==> src/rtl/scariv_regread_stage_pkg.sv <==
// Shared types and sizing for the register-read stage: register class, stage states,
// and the width / rename-id helpers used by the stage and its operand slices.
package scariv_regread_stage_pkg;

   typedef enum logic {GPR, FPR} reg_type_t;
   typedef enum logic [1:0] {RR_IDLE, RR_WAIT, RR_FULL} rr_state_t;

   localparam int XLEN_W        = 64;
   localparam int FLEN_W        = 64;
   localparam int XPR_RNID_SIZE = 64;
   localparam int FPR_RNID_SIZE = 64;

   function automatic int rr_width(input reg_type_t t);
      return (t == GPR) ? XLEN_W : FLEN_W;
   endfunction

   function automatic int rr_rnid_w(input reg_type_t t);
      return $clog2((t == GPR) ? XPR_RNID_SIZE : FPR_RNID_SIZE);
   endfunction

endpackage

==> src/rtl/scariv_regread_operand.sv <==
// One source-operand slice: capture mux at accept, writeback snoop while pending,
// pending flag and held data register.
module scariv_regread_operand
   import scariv_regread_stage_pkg::*;
#(
   parameter reg_type_t REG_TYPE     = GPR,
   parameter int        WR_PORT_SIZE = 5,
   parameter int        WIDTH        = 64,
   parameter int        RNID_W       = 6
) (
   input  logic                                 i_clk,
   input  logic                                 i_reset_n,
   input  logic                                 i_flush,
   input  logic                                 i_load,
   input  logic                                 i_used,
   input  logic                                 i_ready,
   input  logic [RNID_W-1:0]                    i_rnid,
   input  logic [WIDTH-1:0]                     i_rd_data,
   input  logic [WR_PORT_SIZE-1:0]              i_wr_valid,
   input  logic [WR_PORT_SIZE-1:0][RNID_W-1:0]  i_wr_rnid,
   input  logic [WR_PORT_SIZE-1:0][WIDTH-1:0]   i_wr_data,
   output logic                                 o_pending,
   output logic                                 o_pend_nxt,
   output logic [WIDTH-1:0]                     o_data
);

   logic              r_pending;
   logic [RNID_W-1:0] r_rnid;
   logic [WIDTH-1:0]  r_data;

   logic [RNID_W-1:0] w_cmp_rnid;
   logic              w_is_zero;
   logic              w_hit;
   logic [WIDTH-1:0]  w_hit_data;
   logic              w_pend_nxt;
   logic [WIDTH-1:0]  w_data_nxt;

   // One snoop comparator serves both the accept-cycle bypass and the pending wait.
   assign w_cmp_rnid = i_load ? i_rnid : r_rnid;
   assign w_is_zero  = (REG_TYPE == GPR) && (i_rnid == '0);

   always_comb begin
      w_hit      = 1'b0;
      w_hit_data = '0;
      // Descending scan so the lowest matching port is the last (winning) assignment.
      for (int p = WR_PORT_SIZE - 1; p >= 0; p--) begin
         if (i_wr_valid[p] && (i_wr_rnid[p] == w_cmp_rnid) &&
             !((REG_TYPE == GPR) && (w_cmp_rnid == '0))) begin
            w_hit      = 1'b1;
            w_hit_data = i_wr_data[p];
         end
      end
   end

   always_comb begin
      w_pend_nxt = r_pending;
      w_data_nxt = r_data;
      if (i_flush) begin
         w_pend_nxt = 1'b0;
      end else if (i_load) begin
         w_pend_nxt = 1'b0;
         if (!i_used || w_is_zero) w_data_nxt = '0;
         else if (w_hit)           w_data_nxt = w_hit_data;
         else if (i_ready)         w_data_nxt = i_rd_data;
         else                      w_pend_nxt = 1'b1;
      end else if (r_pending && w_hit) begin
         w_pend_nxt = 1'b0;
         w_data_nxt = w_hit_data;
      end
   end

   always_ff @(posedge i_clk or negedge i_reset_n) begin
      if (!i_reset_n) begin
         r_pending <= 1'b0;
         r_rnid    <= '0;
         r_data    <= '0;
      end else begin
         r_pending <= w_pend_nxt;
         r_data    <= w_data_nxt;
         if (i_load) r_rnid <= i_rnid;
      end
   end

   assign o_pending  = r_pending;
   assign o_pend_nxt = w_pend_nxt;
   assign o_data     = r_data;

endmodule

==> src/rtl/scariv_regread_stage.sv <==
// One-entry register-read stage: accepts an issued op, reads/bypasses/snoops both sources,
// and hands a complete operand pair to execute over a valid/ready handshake.
module scariv_regread_stage
   import scariv_regread_stage_pkg::*;
#(
   parameter reg_type_t REG_TYPE     = GPR,
   parameter int        WR_PORT_SIZE = 5,
   parameter int        TAG_W        = 8,
   localparam int       WIDTH        = rr_width(REG_TYPE),
   localparam int       RNID_W       = rr_rnid_w(REG_TYPE)
) (
   input  logic                                 i_clk,
   input  logic                                 i_reset_n,
   input  logic                                 i_flush,
   input  logic                                 i_valid,
   output logic                                 o_ready,
   input  logic [TAG_W-1:0]                     i_tag,
   input  logic [1:0]                           i_rs_used,
   input  logic [1:0]                           i_rs_ready,
   input  logic [1:0][RNID_W-1:0]               i_rs_rnid,
   output logic [1:0]                           o_rd_valid,
   output logic [1:0][RNID_W-1:0]               o_rd_rnid,
   input  logic [1:0]                           i_rd_resp,
   input  logic [1:0][WIDTH-1:0]                i_rd_data,
   input  logic [WR_PORT_SIZE-1:0]              i_wr_valid,
   input  logic [WR_PORT_SIZE-1:0][RNID_W-1:0]  i_wr_rnid,
   input  logic [WR_PORT_SIZE-1:0][WIDTH-1:0]   i_wr_data,
   output logic                                 o_out_valid,
   input  logic                                 i_out_ready,
   output logic [TAG_W-1:0]                     o_out_tag,
   output logic [1:0][WIDTH-1:0]                o_out_data,
   output rr_state_t                            o_dbg_state
);

   // Handshake: a transfer happens on a cycle where valid and ready are both high;
   // ready never depends on the partner's valid in the same cycle.
   rr_state_t        r_state;
   logic [TAG_W-1:0] r_tag;
   logic             w_accept;
   logic [1:0]       w_pending;
   logic [1:0]       w_pend_nxt;

   assign o_ready  = !i_flush && ((r_state == RR_IDLE) || ((r_state == RR_FULL) && i_out_ready));
   assign w_accept = i_valid && o_ready;

   for (genvar k = 0; k < 2; k++) begin : g_src
      assign o_rd_valid[k] = w_accept && i_rs_used[k] && i_rs_ready[k];
      assign o_rd_rnid[k]  = o_rd_valid[k] ? i_rs_rnid[k] : '0;

      scariv_regread_operand #(
         .REG_TYPE     (REG_TYPE),
         .WR_PORT_SIZE (WR_PORT_SIZE),
         .WIDTH        (WIDTH),
         .RNID_W       (RNID_W)
      ) u_operand (
         .i_clk      (i_clk),
         .i_reset_n  (i_reset_n),
         .i_flush    (i_flush),
         .i_load     (w_accept),
         .i_used     (i_rs_used[k]),
         .i_ready    (i_rs_ready[k]),
         .i_rnid     (i_rs_rnid[k]),
         .i_rd_data  (i_rd_data[k]),
         .i_wr_valid (i_wr_valid),
         .i_wr_rnid  (i_wr_rnid),
         .i_wr_data  (i_wr_data),
         .o_pending  (w_pending[k]),
         .o_pend_nxt (w_pend_nxt[k]),
         .o_data     (o_out_data[k])
      );
   end

   always_ff @(posedge i_clk or negedge i_reset_n) begin
      if (!i_reset_n) begin
         r_state <= RR_IDLE;
         r_tag   <= '0;
      end else if (i_flush) begin
         r_state <= RR_IDLE;
      end else begin
         if (w_accept) r_tag <= i_tag;
         case (r_state)
            RR_IDLE: if (w_accept) r_state <= (|w_pend_nxt) ? RR_WAIT : RR_FULL;
            RR_WAIT: if (!(|w_pend_nxt)) r_state <= RR_FULL;
            RR_FULL: begin
               if (w_accept)         r_state <= (|w_pend_nxt) ? RR_WAIT : RR_FULL;
               else if (i_out_ready) r_state <= RR_IDLE;
            end
            default: r_state <= RR_IDLE;
         endcase
      end
   end

   assign o_out_valid = (r_state == RR_FULL);
   assign o_out_tag   = r_tag;
   assign o_dbg_state = r_state;

`ifndef SYNTHESIS
   a_resp_matches_valid: assert property (@(posedge i_clk) disable iff (!i_reset_n)
      (i_rd_resp == o_rd_valid) && ((r_state == RR_WAIT) == (|w_pending)));
`endif

endmodule

==> config.mk <==
export PLATFORM = sky130hd
export DESIGN_NAME = scariv_regread_stage
export DESIGN_NICKNAME = d
export VERILOG_FILES = /design/src/rtl/scariv_regread_stage_pkg.sv /design/src/rtl/scariv_regread_operand.sv /design/src/rtl/scariv_regread_stage.sv
export SDC_FILE = /design/constraint.sdc
export NUM_CORES = 1
export LEC_CHECK = 0
export BUFFER_PORTS_ARGS = -buffer_cell sky130_fd_sc_hd__buf_2
export CAP_MARGIN = 10
export CORE_AREA = 2 2 258 260
export CTS_BUF_LIST = sky130_fd_sc_hd__clkbuf_2
export CTS_CLUSTER_DIAMETER = 60
export DETAILED_ROUTE_END_ITERATION = 6
export DIE_AREA = 0 0 260 262
export PLACE_DENSITY_LB_ADDON = 0.15
export SYNTH_ARGS = -nofsm -noshare
export SYNTH_HDL_FRONTEND = slang
export SYNTH_SLANG_ARGS = --single-unit
==> constraint.sdc <==
create_clock -name i_clk -period 3.5 [get_ports i_clk]
set_input_delay 0.175 -clock i_clk [delete_from_list [all_inputs] [get_ports i_clk]]
set_output_delay 0.175 -clock i_clk [all_outputs]
set_load 0.03 [all_outputs]
==> metrics.md, run 1 <==
| Metric | Value |
|---|---|
| Mean Syn Cell Area | `7.53 sq um` |
| HPWL Detailed | `64.8 mm` |
| Resize count post-CTS | `1` |
| Leading cell types by count after synthesis | `nand2_1, nand3_1, a22o_1, dfrtp_1, clkbuf_1` |
| Clock Sinks | `152` |
| Stop Error | `[ERROR RSZ-0060] Max buffer count reached.` |
| Xor/xnor cell area share of the yosys netlist | `2.85%` |
| Post-Synth Simple-Gate Area | `28.6%` |
| Die extent in y | `262 um` |
| Fail Step | `clock tree synthesis (4_1_cts)` |
| Post-Synth Adder-Cell Area | `0%` |
| IO Count | `668` |
| GPL Wtd Cong | `0.926` |
| Yosys warns | `0` |
| Seq/Total Area, Yosys | `27.5%` |
| Synthesized cell area | `0.0138 sq mm` |
| Combinational family with the most area after synthesis | `compound AO/OA/AOI/OAI gates` |
| Die width | `260 um` |
| Top post-synthesis cells by area | `dfrtp_1, a22o_1, nand2_1, nand3_1, a221o_1` |
| Share of the synthesized area in the top cell type | `27.5%` |
| Post-synth EDFFs | `0` |
| Placement Rows | `94` |
| Initial Util | `21.2%` |
| Cells after Synth | `1,840` |
| Synth Area in Compound Gates | `32.7%` |
| Seq cells post-synth | `152` |
| Proportion of synthesized area in mux cells | `0.723%` |
| Port bufs | `665` |
| Unique masters post-synth | `80` |
| Count leader, synth | `nand2_1` |
| Status | `stopped before the end` |
| Post-Place Cell Area | `0.0185 sq mm` |
| Post-synth ARST share | `100%` |
| CTS Buf Count | `17` |
| Post-synthesis net count | `2,354` |
| Clk root buf | `clkbuf_2` |
| Hold-fix buffers, CTS | `659` |
| Synth Flop Type | `dfrtp_1` |
| Total setup buffers inserted after CTS | `0` |
| CTS HTree Levels | `4` |
| Synth area leader | `dfrtp_1` |
| Clock Path Buffers | `2` |
per-stage QoR:
step / setup slack, ns / cells / hold slack, ns / setup TNS, ns
2_1_floorplan: 0.520 / 1840 / -0.121 / 0
3_3_place_gp: -0.0326 / 3262 / 0.183 / -0.0326
3_5_place_dp: -0.0549 / 3262 / 0.192 / -0.0549
logic make-up after synthesis:
kind of cell    after synthesis
compound gates              608
xor+xnor                     45
buf+inv                     222
flops                       152
mux                          10
simple gates                803
==> run 2: changes to the inputs <==
Settings changed: CORE_AREA 2 2 258 260 to 2 2 259 261, CTS_BUF_LIST sky130_fd_sc_hd__clkbuf_2 to not set, CTS_CLUSTER_DIAMETER 60 to not set, DIE_AREA 0 0 260 262 to 0 0 261 263.
==> run 2 against run 1 <==
Effect of this change: the flow now finishes without violations; area after synthesis unchanged; synthesized cell count did not move.
==> metrics.md, run 2 <==
| Metric | Value |
|---|---|
| Status | `complete, no violations (was stopped before the end)` |
| Hold Crit Class | `in2reg` |
| Unique masters post-synth | `80 (unchanged)` |
| Hold Crit Start | `i_rd_data[112]` |
| Worst slew margin | `52.6%` |
| Mean Syn Cell Area | `7.53 sq um (unchanged)` |
| Worst R2R Setup Slack | `0.14 ns` |
| Vias in the first global route | `19,100` |
| Final-layout fill cell count | `7,186` |
| Most frequent cells in the layout | `buf_2, nand2_1, nand3_1, a22o_1, dfrtp_1` |
| Final hold violation count | `0` |
| CP Data Required Time | `3.88 ns` |
| Startpoint Class | `flop` |
| Layout cells sized above 1 | `35.3%` |
| Post-DR wirelength/cell | `27.5 um` |
| Post-route clock period utilization | `96.1%` |
| # Max-Cap Violations | `0` |
| Share of the synthesized area in the top cell type | `27.5% (unchanged)` |
| Final setup margin | `0.137 ns` |
| HPWL Detailed | `65.3 mm (was 64.8 mm)` |
| Static Leak | `0.00908 uW` |
| Top post-synthesis cells by area | `dfrtp_1, a22o_1, nand2_1, nand3_1, a221o_1 (unchanged)` |
| Pre-CTS WS | `0.108 ns (was -0.0549 ns)` |
| Area occupied by multi-input gates | `0.00913 sq mm` |
| Sw Share | `39.8%` |
| Routed Antenna Nets | `0` |
| Nets@finish | `2,999` |
| R2R Path End | `g_src[0].u_operand.o_data[59]$_DFFE_PN0P_` |
| Final setup vio count | `0` |
| Seq/Total Area, Yosys | `27.5% (unchanged)` |
| Fin crit period | `3.36 ns` |
| Global-route wire length before repair | `131 mm` |
| Worst VDD drop | `0.000266 V` |
| Total Routed Length | `92.7 mm` |
| P_int | `3840 uW` |
| Remaining Overflow, GRT | `0` |
| Pre-Repair DR Iteration Count | `7` |
| FF/Latch Area | `0.00380 sq mm` |
| WL met2 | `44.7 mm` |
| GRT Total Usage | `26.0%` |
| Crit-path cells | `and2b_4, nor3_4, buf_4, mux2i_1, o221ai_2, or4_4, buf_12, nand3_1, a21oi_1, a221o_1, a22o_1` |
| Post-synth EDFFs | `0 (unchanged)` |
| Crit path DAT | `3.74 ns` |
| Util after Layout | `30.2%` |
| Leading cell types by count after synthesis | `nand2_1, nand3_1, a22o_1, dfrtp_1, clkbuf_1 (unchanged)` |
| Commonest non-fill, non-tap cell in the layout | `buf_2` |
| Die extent in y | `263 um (was 262 um)` |
| R2R depth | `11` |
| Fmax | `297 MHz` |
| Yosys warns | `0 (unchanged)` |
| Clk root buf | `clkbuf_16 (was clkbuf_2)` |
| Slowest library cell on the worst path | `or4_4` |
| Logic pwr share | `37.0%` |
| Worst hold stages | `3` |
| Synthesized cell area | `0.0138 sq mm (unchanged)` |
| CP Class | `reg2reg` |
| Initial Util | `21.1% (was 21.2%)` |
| IO Count | `668 (unchanged)` |
| Die area | `0.0686 sq mm` |
| Crit-path max FO | `36` |
| CTS Buf Count | `17 (unchanged)` |
| CTS tree | `done` |
| Initial antenna violation count | `24` |
| Reg power frac | `31.8%` |
| Die width | `261 um (was 260 um)` |
| Clock Path Buffers | `2 (unchanged)` |
| Max FFs per register | `128` |
| Vias per cell | `5.54` |
| Core area | `0.0656 sq mm` |
| Buf/Inv on CP | `2` |
| Switching power | `2540 uW` |
| Port bufs | `665 (unchanged)` |
| Unrepaired setup endpoints after global routing | `false` |
| Clock insertion delay at the later pin of the skew report | `0.50 ns` |
| Seq cells post-synth | `152 (unchanged)` |
| FF-to-FF Start | `o_dbg_state[1]$_DFFE_PN0P_` |
| Count leader, synth | `nand2_1 (unchanged)` |
| Worst slew pin tran | `0.711 ns` |
| DRT iter0 DRCs | `1,834` |
| # DRC | `0` |
| Final-report max-slew violation count | `0` |
| Clk_skew | `0.0118 ns` |
| Clock Sinks | `152 (unchanged)` |
| Hold_ws | `0.0244 ns` |
| Clk pin slew, worst setup/hold paths | `0.08 ns` |
| Area Growth Syn to Fin | `43.1%` |
| Crit-path max cell delay | `0.62 ns` |
| Hold EP | `g_src[1].u_operand.o_data[48]$_DFFE_PN0P_` |
| Post-synthesis net count | `2,354 (unchanged)` |
| CTS HTree Levels | `4 (unchanged)` |
| DR vias | `18,700` |
| CP endpoint kind | `flop` |
| Largest net degree at the start of global routing | `66` |
| Synth area leader | `dfrtp_1 (unchanged)` |
| Synth Flop Type | `dfrtp_1 (unchanged)` |
| Met3 wire len | `8.30 mm` |
| GPL Wtd Cong | `0.953 (was 0.926)` |
| Cells after Synth | `1,840 (unchanged)` |
| CP top delay family | `simple AND/OR/NAND/NOR gates` |
| Clock share of power | `31.2%` |
| Power Density | `322 mW/mm^2` |
| DR top layer | `met5` |
| Placement Rows | `94 (unchanged)` |
| Post-synth ARST share | `100% (unchanged)` |
| Setup_tns | `0 ns` |
| Routed met1 length | `36.1 mm` |
run 2: kinds of logic after synthesis:
kind of cell,Yosys count,share of synthesized area [%]
AOI/OAI and AO/OA,608,32.7
xor gates and xnor gates,45,2.85
buffers and inverters,222,7.69
DFF,152,27.5
muxes,10,0.723
and+or+nand+nor,803,28.6
run 2: final cells by class:
cell class,instances,area share [%]
antenna,11,0.139
clock buffer,17,2.15
clock inverter,15,0.777
inverter,35,0.663
multi-input combinational,1466,46.1
sequential,152,19.2
tap,864,5.46
timing repair buffer,813,25.6
run 2: worst max-delay path by stage:
stage	start	endpoint	slack, ns	cells past startpoint
floorplan	o_dbg_state[0]$_DFFE_PN0P_	g_src[0].u_operand.o_data[30]$_DFFE_PN0P_	0.52	11
global placement	o_dbg_state[1]$_DFFE_PN0P_	g_src[1].u_operand.o_data[21]$_DFFE_PN0P_	0.13	13
detailed placement	o_dbg_state[1]$_DFFE_PN0P_	g_src[1].u_operand.o_data[21]$_DFFE_PN0P_	0.11	13
CTS	o_dbg_state[1]$_DFFE_PN0P_	g_src[0].u_operand.o_data[41]$_DFFE_PN0P_	0.1	10
global route	o_dbg_state[1]$_DFFE_PN0P_	g_src[1].u_operand.o_data[9]$_DFFE_PN0P_	0.0005	13
finish	o_dbg_state[1]$_DFFE_PN0P_	g_src[0].u_operand.o_data[59]$_DFFE_PN0P_	0.14	11
run 2: through the flow:
step           area [sq um]  cells  power [uW]
5_1_grt               19800   3371        6680
2_1_floorplan         13800   1840        3210
3_5_place_dp          18800   3290        4360
3_3_place_gp          18800   3290        4360
4_1_cts               19700   3353        6430
6_report              19800   3373        6380
run 2: worst min-delay path: cells and delay by family:
kind	cells	cell delay, ns
AOI/OAI and AO/OA	2	0.23
buffers and inverters	1	0.08
run 2: power groups by stage:
stage / clock [uW] / combinational, uW / sequential [uW]
global route: 2130 / 2500 / 2050
global placement: 0 / 2300 / 2060
CTS: 2060 / 2330 / 2030
finish: 1990 / 2360 / 2030
detailed placement: 0 / 2300 / 2060
floorplan: 0 / 940 / 2270
run 2: layer usage:
metal | vias up | GRT usage (%)
li1 | 8123 | -
met1 | 9112 | 31.5
met2 | 1172 | 44.1
met3 | 246 | 6.09
met4 | 26 | 10.4
met5 | - | 0
run 2: what timing repair did:
item,in CTS,in global routing
hold buffers,31,0
hold endpoints to repair,80,0
resized for setup,0,5
setup endpoints to repair,0,128
setup buffers,0,9
Power figures use the tool's default switching activity.
==> run 3: changes to the inputs <==
Settings changed: CORE_AREA 2 2 259 261 to 2 2 260 262, DIE_AREA 0 0 261 263 to 0 0 262 264, RECOVER_POWER set to 25.
==> run 3 against run 2 <==
Effect of this change: the flow now finishes with violations (design-rule violations, max-capacitance violations, max-slew violations); register-to-register slack lost 0.06 ns; wire length grew 6.5%; clock power grew 3%; via count is essentially flat; global-route usage grew 1.5 points.
==> metrics.md, run 3 (synthesized netlist as in run 2, its figures left out) <==
| Metric | Value |
|---|---|
| CTS Buf Count | `17 (unchanged)` |
| Status | `finished with violations (was complete, no violations)` |
| Util after Layout | `30.3% (was 30.2%)` |
| Crit-path max FO | `34 (was 36)` |
| Post-route clock period utilization | `97.9% (was 96.1%)` |
| Initial Util | `20.8% (was 21.1%)` |
| Crit-path cells | `nand2b_1, nand3_4, mux2i_1, buf_4, xnor2_1, nor4_4, buf_4, o41a_2, buf_4, o2111ai_2, nand2_4, buf_12, a22o_1 (was and2b_4, nor3_4, buf_4, mux2i_1, o221ai_2, or4_4, buf_12, nand3_1, a21oi_1, a221o_1, a22o_1)` |
| CP endpoint kind | `flop (unchanged)` |
| IO Count | `668 (unchanged)` |
| Pre-CTS WS | `-0.00493 ns (was 0.108 ns)` |
| Total Routed Length | `98.7 mm (was 92.7 mm)` |
| Port bufs | `665 (unchanged)` |
| Sw Share | `39.3% (was 39.8%)` |
| Fin cells | `3,424 (was 3,373)` |
| DRT iter0 DRCs | `1,780 (was 1,834)` |
| Fin crit period | `3.43 ns (was 3.36 ns)` |
| Area Growth Syn to Fin | `45.9% (was 43.1%)` |
| Most frequent cells in the layout | `buf_2, nand2_1, nand3_1, a22o_1, dfrtp_1 (unchanged)` |
| Failing checks | `design-rule violations, max-capacitance violations, max-slew violations` |
| Post-Place Cell Area | `0.0189 sq mm (was 0.0188 sq mm)` |
| CP Data Required Time | `3.87 ns (was 3.88 ns)` |
| CP Class | `reg2reg (unchanged)` |
| Vias per cell | `5.46 (was 5.54)` |
| FF-to-FF Start | `o_dbg_state[1]$_DFFE_PN0P_ (unchanged)` |
| Worst slew margin | `-43.3% (was 52.6%)` |
| Static Leak | `0.00924 uW (was 0.00908 uW)` |
| Worst R2R Setup Slack | `0.07 ns (was 0.14 ns)` |
| GPL Wtd Cong | `0.951 (was 0.953)` |
| Die extent in y | `264 um (was 263 um)` |
| Crit. Startpoint | `o_dbg_state[1]$_DFFE_PN0P_ (unchanged)` |
| Global-route wire length before repair | `138 mm (was 131 mm)` |
| Die area | `0.0692 sq mm (was 0.0686 sq mm)` |
| Clk pin slew, worst setup/hold paths | `0.08 ns (about the same)` |
| R2R Path End | `g_src[0].u_operand.o_data[62]$_DFFE_PN0P_ (was g_src[0].u_operand.o_data[59]$_DFFE_PN0P_)` |
| HPWL Detailed | `70.9 mm (was 65.3 mm)` |
| Pre-Repair DR Iteration Count | `7 (unchanged)` |
| Buf/Inv on CP | `4 (was 2)` |
| Final setup margin | `0.0735 ns (was 0.137 ns)` |
| Vias in the first global route | `18,900 (was 19,100)` |
| Hold Crit Start | `i_rd_data[119] (was i_rd_data[112])` |
| Clock Sinks | `152 (unchanged)` |
| Commonest non-fill, non-tap cell in the layout | `buf_2 (unchanged)` |
| DR vias | `18,700 (about the same)` |
| Hold Crit Class | `in2reg (unchanged)` |
| # DRC | `6 (was 0)` |
| GRT Total Usage | `27.5% (was 26.0%)` |
| Final setup vio count | `0 (unchanged)` |
| CTS tree | `done (unchanged)` |
| # Max-Cap Violations | `1 (was 0)` |
| Layout cells sized above 1 | `35.5% (was 35.3%)` |
| Hold_ws | `0.0423 ns (was 0.0244 ns)` |
| Worst VDD drop | `0.000303 V (was 0.000266 V)` |
| CP top delay family | `compound AO/OA/AOI/OAI gates (was simple AND/OR/NAND/NOR gates)` |
| Reg power frac | `31.7% (was 31.8%)` |
| Power Density | `320 mW/mm^2 (was 322 mW/mm^2)` |
| Worst hold stages | `3 (unchanged)` |
| Post-DR wirelength/cell | `28.8 um (was 27.5 um)` |
| Slowest library cell on the worst path | `o41a_2 (was or4_4)` |
| Final hold violation count | `0 (unchanged)` |
| Nets@finish | `3,032 (was 2,999)` |
| Clock insertion delay at the later pin of the skew report | `0.49 ns (was 0.50 ns)` |
| Crit-path max cell delay | `0.50 ns (was 0.62 ns)` |
| Placement Rows | `95 (was 94)` |
| Startpoint Class | `flop (unchanged)` |
| Worst slew pin tran | `2.15 ns (was 0.711 ns)` |
| Fmax | `292 MHz (was 297 MHz)` |
| Largest net degree at the start of global routing | `69 (was 66)` |
| Crit path DAT | `3.80 ns (was 3.74 ns)` |
| Remaining Overflow, GRT | `0 (unchanged)` |
| CTS HTree Levels | `4 (unchanged)` |
| Clk root buf | `clkbuf_16 (unchanged)` |
| Routed Antenna Nets | `0 (unchanged)` |
| Hold EP | `g_src[1].u_operand.o_data[55]$_DFFE_PN0P_ (was g_src[1].u_operand.o_data[48]$_DFFE_PN0P_)` |
| P_int | `3920 uW (was 3840 uW)` |
| Die width | `262 um (was 261 um)` |
| Clock Path Buffers | `2 (unchanged)` |
| Post-Layout Inst Area | `0.0202 sq mm (was 0.0198 sq mm)` |
| Clk_skew | `0.0185 ns (was 0.0118 ns)` |
| R2R depth | `13 (was 11)` |
| Core area | `0.0666 sq mm (was 0.0656 sq mm)` |
| Max FFs per register | `128 (unchanged)` |
| Crit-path most repeated cell | `buf_4` |
| Switching power | `2540 uW (about the same)` |
| Logic pwr share | `36.6% (was 37.0%)` |
| Final-report max-slew violation count | `69 (was 0)` |
| Clock share of power | `31.6% (was 31.2%)` |
| Initial antenna violation count | `41 (was 24)` |
| Placed cell count | `3,312 (was 3,290)` |
## run 3: changes by cell type in the layout (fill, tap and decap cells not counted), sizes merged
cell | previous run | this run
dlygate4sd3 | 31 | 49
buf | 782 | 793
diode | 11 | 20
clkbuf | 17 | 24
inv | 45 | 39
clkinvlp | 2 | 4
bufinv | 1 | 2
## run 3: power groups by stage
stage / Combinational (uW) / Sequential, uW / Clock [uW]
CTS: 2350 / 2050 / 2110
floorplan: 940 / 2270 / 0
global placement: 2290 / 2080 / 0
detailed placement: 2300 / 2080 / 0
finish: 2370 / 2050 / 2040
global route: 2510 / 2070 / 2180
## run 3: through the flow
stage | total power (uW) | setup TNS (ns)
2_1_floorplan | 3210 | 0
3_3_place_gp | 4370 | -0.0268
3_5_place_dp | 4380 | -0.00493
4_1_cts | 6510 | 0
5_1_grt | 6760 | -0.00233
6_report | 6460 | 0
## run 3: worst max-delay path by stage
stage                                                endpoint  slack (ns)  cells after the start
finish              g_src[0].u_operand.o_data[62]$_DFFE_PN0P_        0.07                     13
global route         g_src[0].u_operand.o_data[1]$_DFFE_PN0P_      -0.001                     11
CTS                 g_src[1].u_operand.o_data[16]$_DFFE_PN0P_       0.006                     10
detailed placement  g_src[0].u_operand.o_data[24]$_DFFE_PN0P_      -0.005                     11
global placement    g_src[0].u_operand.o_data[24]$_DFFE_PN0P_       -0.03                     11
floorplan           g_src[0].u_operand.o_data[30]$_DFFE_PN0P_        0.52                     11
## run 3: per-layer routing
layer  global-route usage (%)  wire (um)
met3                     7.03       8420
met2                     44.7      46000
met1                     34.8      40700
met5                        0        240
met4                     10.4       3300
## run 3: final cells by class
cell class	instances	area [sq um]
Fill cell	7356	46400
Multi-Input combinational cell	1466	9160
Timing Repair Buffer	846	5380
Sequential cell	152	3800
Tap cell	873	1090
Clock buffer	20	447
Clock inverter	12	141
Inverter	35	131
Antenna cell	20	50.0
## run 3: repair_timing
action	4_1_cts	5_1_grt
gates cloned	0	1
endpoints found under the setup margin	2	100
hold endpoints to repair	113	0
buffers inserted	0	10
pin swaps	0	7
gates resized for setup	2	9
hold buffers	49	0
## run 3: worst reg2reg max path, stage by stage, from the launching register on
cell       delay, ns
dfrtp_1         0.43
nand2b_1        0.28
nand3_4         0.22
mux2i_1         0.19
buf_4           0.19
xnor2_1         0.32
nor4_4          0.07
buf_4           0.16
o41a_2          0.50
buf_4           0.16
o2111ai_2       0.20
nand2_4         0.12
buf_12          0.19
a22o_1          0.27
==> run 4: changes to the inputs <==
Clock period 3.5 ns to 3.9 ns, I/O delays scaled along.
==> run 4 against run 3 <==
Effect of this change: the flow finishes with violations (max-capacitance violations, max-slew violations); global-route usage down 0.80 points; first-iteration DRC count up 1.4%; total power down 13%; via count down 0.17%; clock power down 12%; wire length down 2.7%; final cell count down 2.4%; critical endpoint is now g_src[0].u_operand.o_data[51]$_DFFE_PN0P_; highest routed layer unchanged.
==> metrics.md, run 4 (synthesized netlist as in run 2, its figures left out) <==
| Metric | Value |
|---|---|
| Status | `finished with violations (unchanged)` |
| Failing checks | `max-capacitance violations, max-slew violations (was design-rule violations, max-capacitance violations, max-slew violations)` |
| Nets@finish | `2,945 (was 3,032)` |
| Clk_skew | `0.0137 ns (was 0.0185 ns)` |
| HPWL Detailed | `67.1 mm (was 70.9 mm)` |
| Final setup margin | `0.287 ns (was 0.0735 ns)` |
| Max FFs per register | `128 (unchanged)` |
| Post-DR wirelength/cell | `28.7 um (was 28.8 um)` |
| Util after Layout | `28.8% (was 30.3%)` |
| Final hold violation count | `0 (unchanged)` |
| Pre-CTS WS | `0.274 ns (was -0.00493 ns)` |
| CTS HTree Levels | `4 (unchanged)` |
| Routed Antenna Nets | `0 (unchanged)` |
| Power Density | `295 mW/mm^2 (was 320 mW/mm^2)` |
| Most frequent cells in the layout | `buf_2, nand2_1, nand3_1, a22o_1, dfrtp_1 (unchanged)` |
| Initial Util | `20.8% (unchanged)` |
| Hold EP | `g_src[1].u_operand.o_data[10]$_DFFE_PN0P_ (was g_src[1].u_operand.o_data[55]$_DFFE_PN0P_)` |
| Worst VDD drop | `0.000276 V (was 0.000303 V)` |
| Clk root buf | `clkbuf_16 (unchanged)` |
| Global-route wire length before repair | `134 mm (was 138 mm)` |
| R2R Path End | `g_src[0].u_operand.o_data[51]$_DFFE_PN0P_ (was g_src[0].u_operand.o_data[62]$_DFFE_PN0P_)` |
| Die width | `262 um (unchanged)` |
| # Max-Cap Violations | `1 (unchanged)` |
| Initial antenna violation count | `37 (was 41)` |
| Clk pin slew, worst setup/hold paths | `0.08 ns (about the same)` |
| Fin crit period | `3.61 ns (was 3.43 ns)` |
| Crit-path cells | `and2b_4, o31ai_2, and2_1, xnor2_1, nor4_4, o21a_4, buf_12, buf_4, a31oi_1, a221o_1, a22o_1 (was nand2b_1, nand3_4, mux2i_1, buf_4, xnor2_1, nor4_4, buf_4, o41a_2, buf_4, o2111ai_2, nand2_4, buf_12, a22o_1)` |
| IO Count | `668 (unchanged)` |
| GRT Total Usage | `26.7% (was 27.5%)` |
| FF-to-FF Start | `o_dbg_state[1]$_DFFE_PN0P_ (unchanged)` |
| Vias in the first global route | `18,400 (was 18,900)` |
| Vias per cell | `5.58 (was 5.46)` |
| Resize count post-CTS | `0 (was 2)` |
| GPL Wtd Cong | `0.938 (was 0.951)` |
| Post-Layout Inst Area | `0.0192 sq mm (was 0.0202 sq mm)` |
| Clock share of power | `31.7% (was 31.6%)` |
| CTS Buf Count | `17 (unchanged)` |
| Worst slew pin tran | `2.52 ns (was 2.15 ns)` |
| Final setup vio count | `0 (unchanged)` |
| Clock Path Buffers | `2 (unchanged)` |
| Total Routed Length | `96.0 mm (was 98.7 mm)` |
| Hold Crit Start | `i_rd_data[74] (was i_rd_data[119])` |
| Crit path DAT | `3.99 ns (was 3.80 ns)` |
| Sw Share | `39.7% (was 39.3%)` |
| CP Class | `reg2reg (unchanged)` |
| # DRC | `0 (was 6)` |
| Setup_tns | `0 ns (unchanged)` |
| Placement Rows | `95 (unchanged)` |
| CTS tree | `done (unchanged)` |
| Largest net degree at the start of global routing | `83 (was 69)` |
| Slowest library cell on the worst path | `nor4_4 (was o41a_2)` |
| Unrepaired setup endpoints after global routing | `false` |
| Startpoint Class | `flop (unchanged)` |
| Port bufs | `665 (unchanged)` |
| Crit-path max cell delay | `0.59 ns (was 0.50 ns)` |
| Hold_ws | `0.0447 ns (was 0.0423 ns)` |
| Crit-path max FO | `22 (was 34)` |
| Area Growth Syn to Fin | `38.4% (was 45.9%)` |
| CP endpoint kind | `flop (unchanged)` |
| Fmax | `277 MHz (was 292 MHz)` |
| Worst slew margin | `-67.9% (was -43.3%)` |
| Logic pwr share | `35.8% (was 36.6%)` |
| Worst hold stages | `3 (unchanged)` |
| P_int | `3410 uW (was 3920 uW)` |
| Commonest non-fill, non-tap cell in the layout | `buf_2 (unchanged)` |
| Pre-Repair DR Iteration Count | `6 (was 7)` |
| Post-Place Cell Area | `0.0184 sq mm (was 0.0189 sq mm)` |
| R2R depth | `11 (was 13)` |
| Clock insertion delay at the later pin of the skew report | `0.50 ns (was 0.49 ns)` |
| Static Leak | `0.00864 uW (was 0.00924 uW)` |
| Hold-fix buffers, CTS | `15 (was 49)` |
| Hold Crit Class | `in2reg (unchanged)` |
| DRT iter0 DRCs | `1,805 (was 1,780)` |
| Worst R2R Setup Slack | `0.29 ns (was 0.07 ns)` |
| Die area | `0.0692 sq mm (unchanged)` |
| Die extent in y | `264 um (unchanged)` |
| Post-route clock period utilization | `92.6% (was 97.9%)` |
| Total setup buffers inserted after CTS | `0 (unchanged)` |
| Core area | `0.0666 sq mm (unchanged)` |
| Clock Sinks | `152 (unchanged)` |
| DR vias | `18,700 (about the same)` |
| Remaining Overflow, GRT | `0 (unchanged)` |
| CP Data Required Time | `4.28 ns (was 3.87 ns)` |
| Reg power frac | `32.5% (was 31.7%)` |
| Switching power | `2240 uW (was 2540 uW)` |
| Layout cells sized above 1 | `33.0% (was 35.5%)` |
| Final-report max-slew violation count | `82 (was 69)` |
==> run 4: how the worst max path moves through the flow <==
stage,start,to,slack (ns),cells after the start
6_report,o_dbg_state[1]$_DFFE_PN0P_,g_src[0].u_operand.o_data[51]$_DFFE_PN0P_,0.29,11
5_1_grt,o_dbg_state[1]$_DFFE_PN0P_,g_src[1].u_operand.o_data[3]$_DFFE_PN0P_,0.03,12
4_1_cts,o_dbg_state[1]$_DFFE_PN0P_,g_src[1].u_operand.o_data[3]$_DFFE_PN0P_,0.25,12
3_5_place_dp,i_flush,g_src[0].u_operand.o_data[58]$_DFFE_PN0P_,0.27,12
3_3_place_gp,i_flush,g_src[0].u_operand.o_data[58]$_DFFE_PN0P_,0.34,12
2_1_floorplan,o_dbg_state[0]$_DFFE_PN0P_,g_src[0].u_operand.o_data[30]$_DFFE_PN0P_,0.92,11
==> run 4: area by class of cell <==
type / count / area [sq um]
Fill cell: 7377 / 47400
Antenna cell: 24 / 60.1
Timing Repair Buffer: 759 / 4380
Inverter: 35 / 131
Clock inverter: 12 / 115
Sequential cell: 152 / 3800
Multi-Input combinational cell: 1466 / 9120
Tap cell: 873 / 1090
Clock buffer: 20 / 467
==> run 4: metrics by stage <==
stage | power, uW | instances
global placement | 3860 | 3270
floorplan | 2880 | 1840
global route | 5900 | 3331
detailed placement | 3870 | 3270
finish | 5650 | 3341
CTS | 5700 | 3317
==> run 4: per-layer routing <==
layer,GRT usage (%),vias to the layer above,routed length (um)
met5,0,-,193
met4,10.9,28,3540
met3,6.65,229,9350
met2,43.4,1202,44600
met1,33.7,9163,38300
li1,-,8028,-
==> run 4: power groups by stage <==
| stage | registers, uW | clock network, uW | logic (uW) |
|---|---|---|---|
| detailed placement | 1860 | 0 | 2010 |
| finish | 1840 | 1790 | 2020 |
| floorplan | 2040 | 0 | 844 |
| CTS | 1830 | 1850 | 2030 |
| global placement | 1860 | 0 | 2000 |
| global route | 1850 | 1900 | 2140 |
==> run 4: critical path: cells and delay by family, from the launching register on <==
family / cells / cell delay (ns)
AOI/OAI and AO/OA: 5 / 1.22
and+or+nand+nor: 3 / 1.22
buffers and inverters: 2 / 0.42
DFF: 1 / 0.43
xor gates and xnor gates: 1 / 0.17
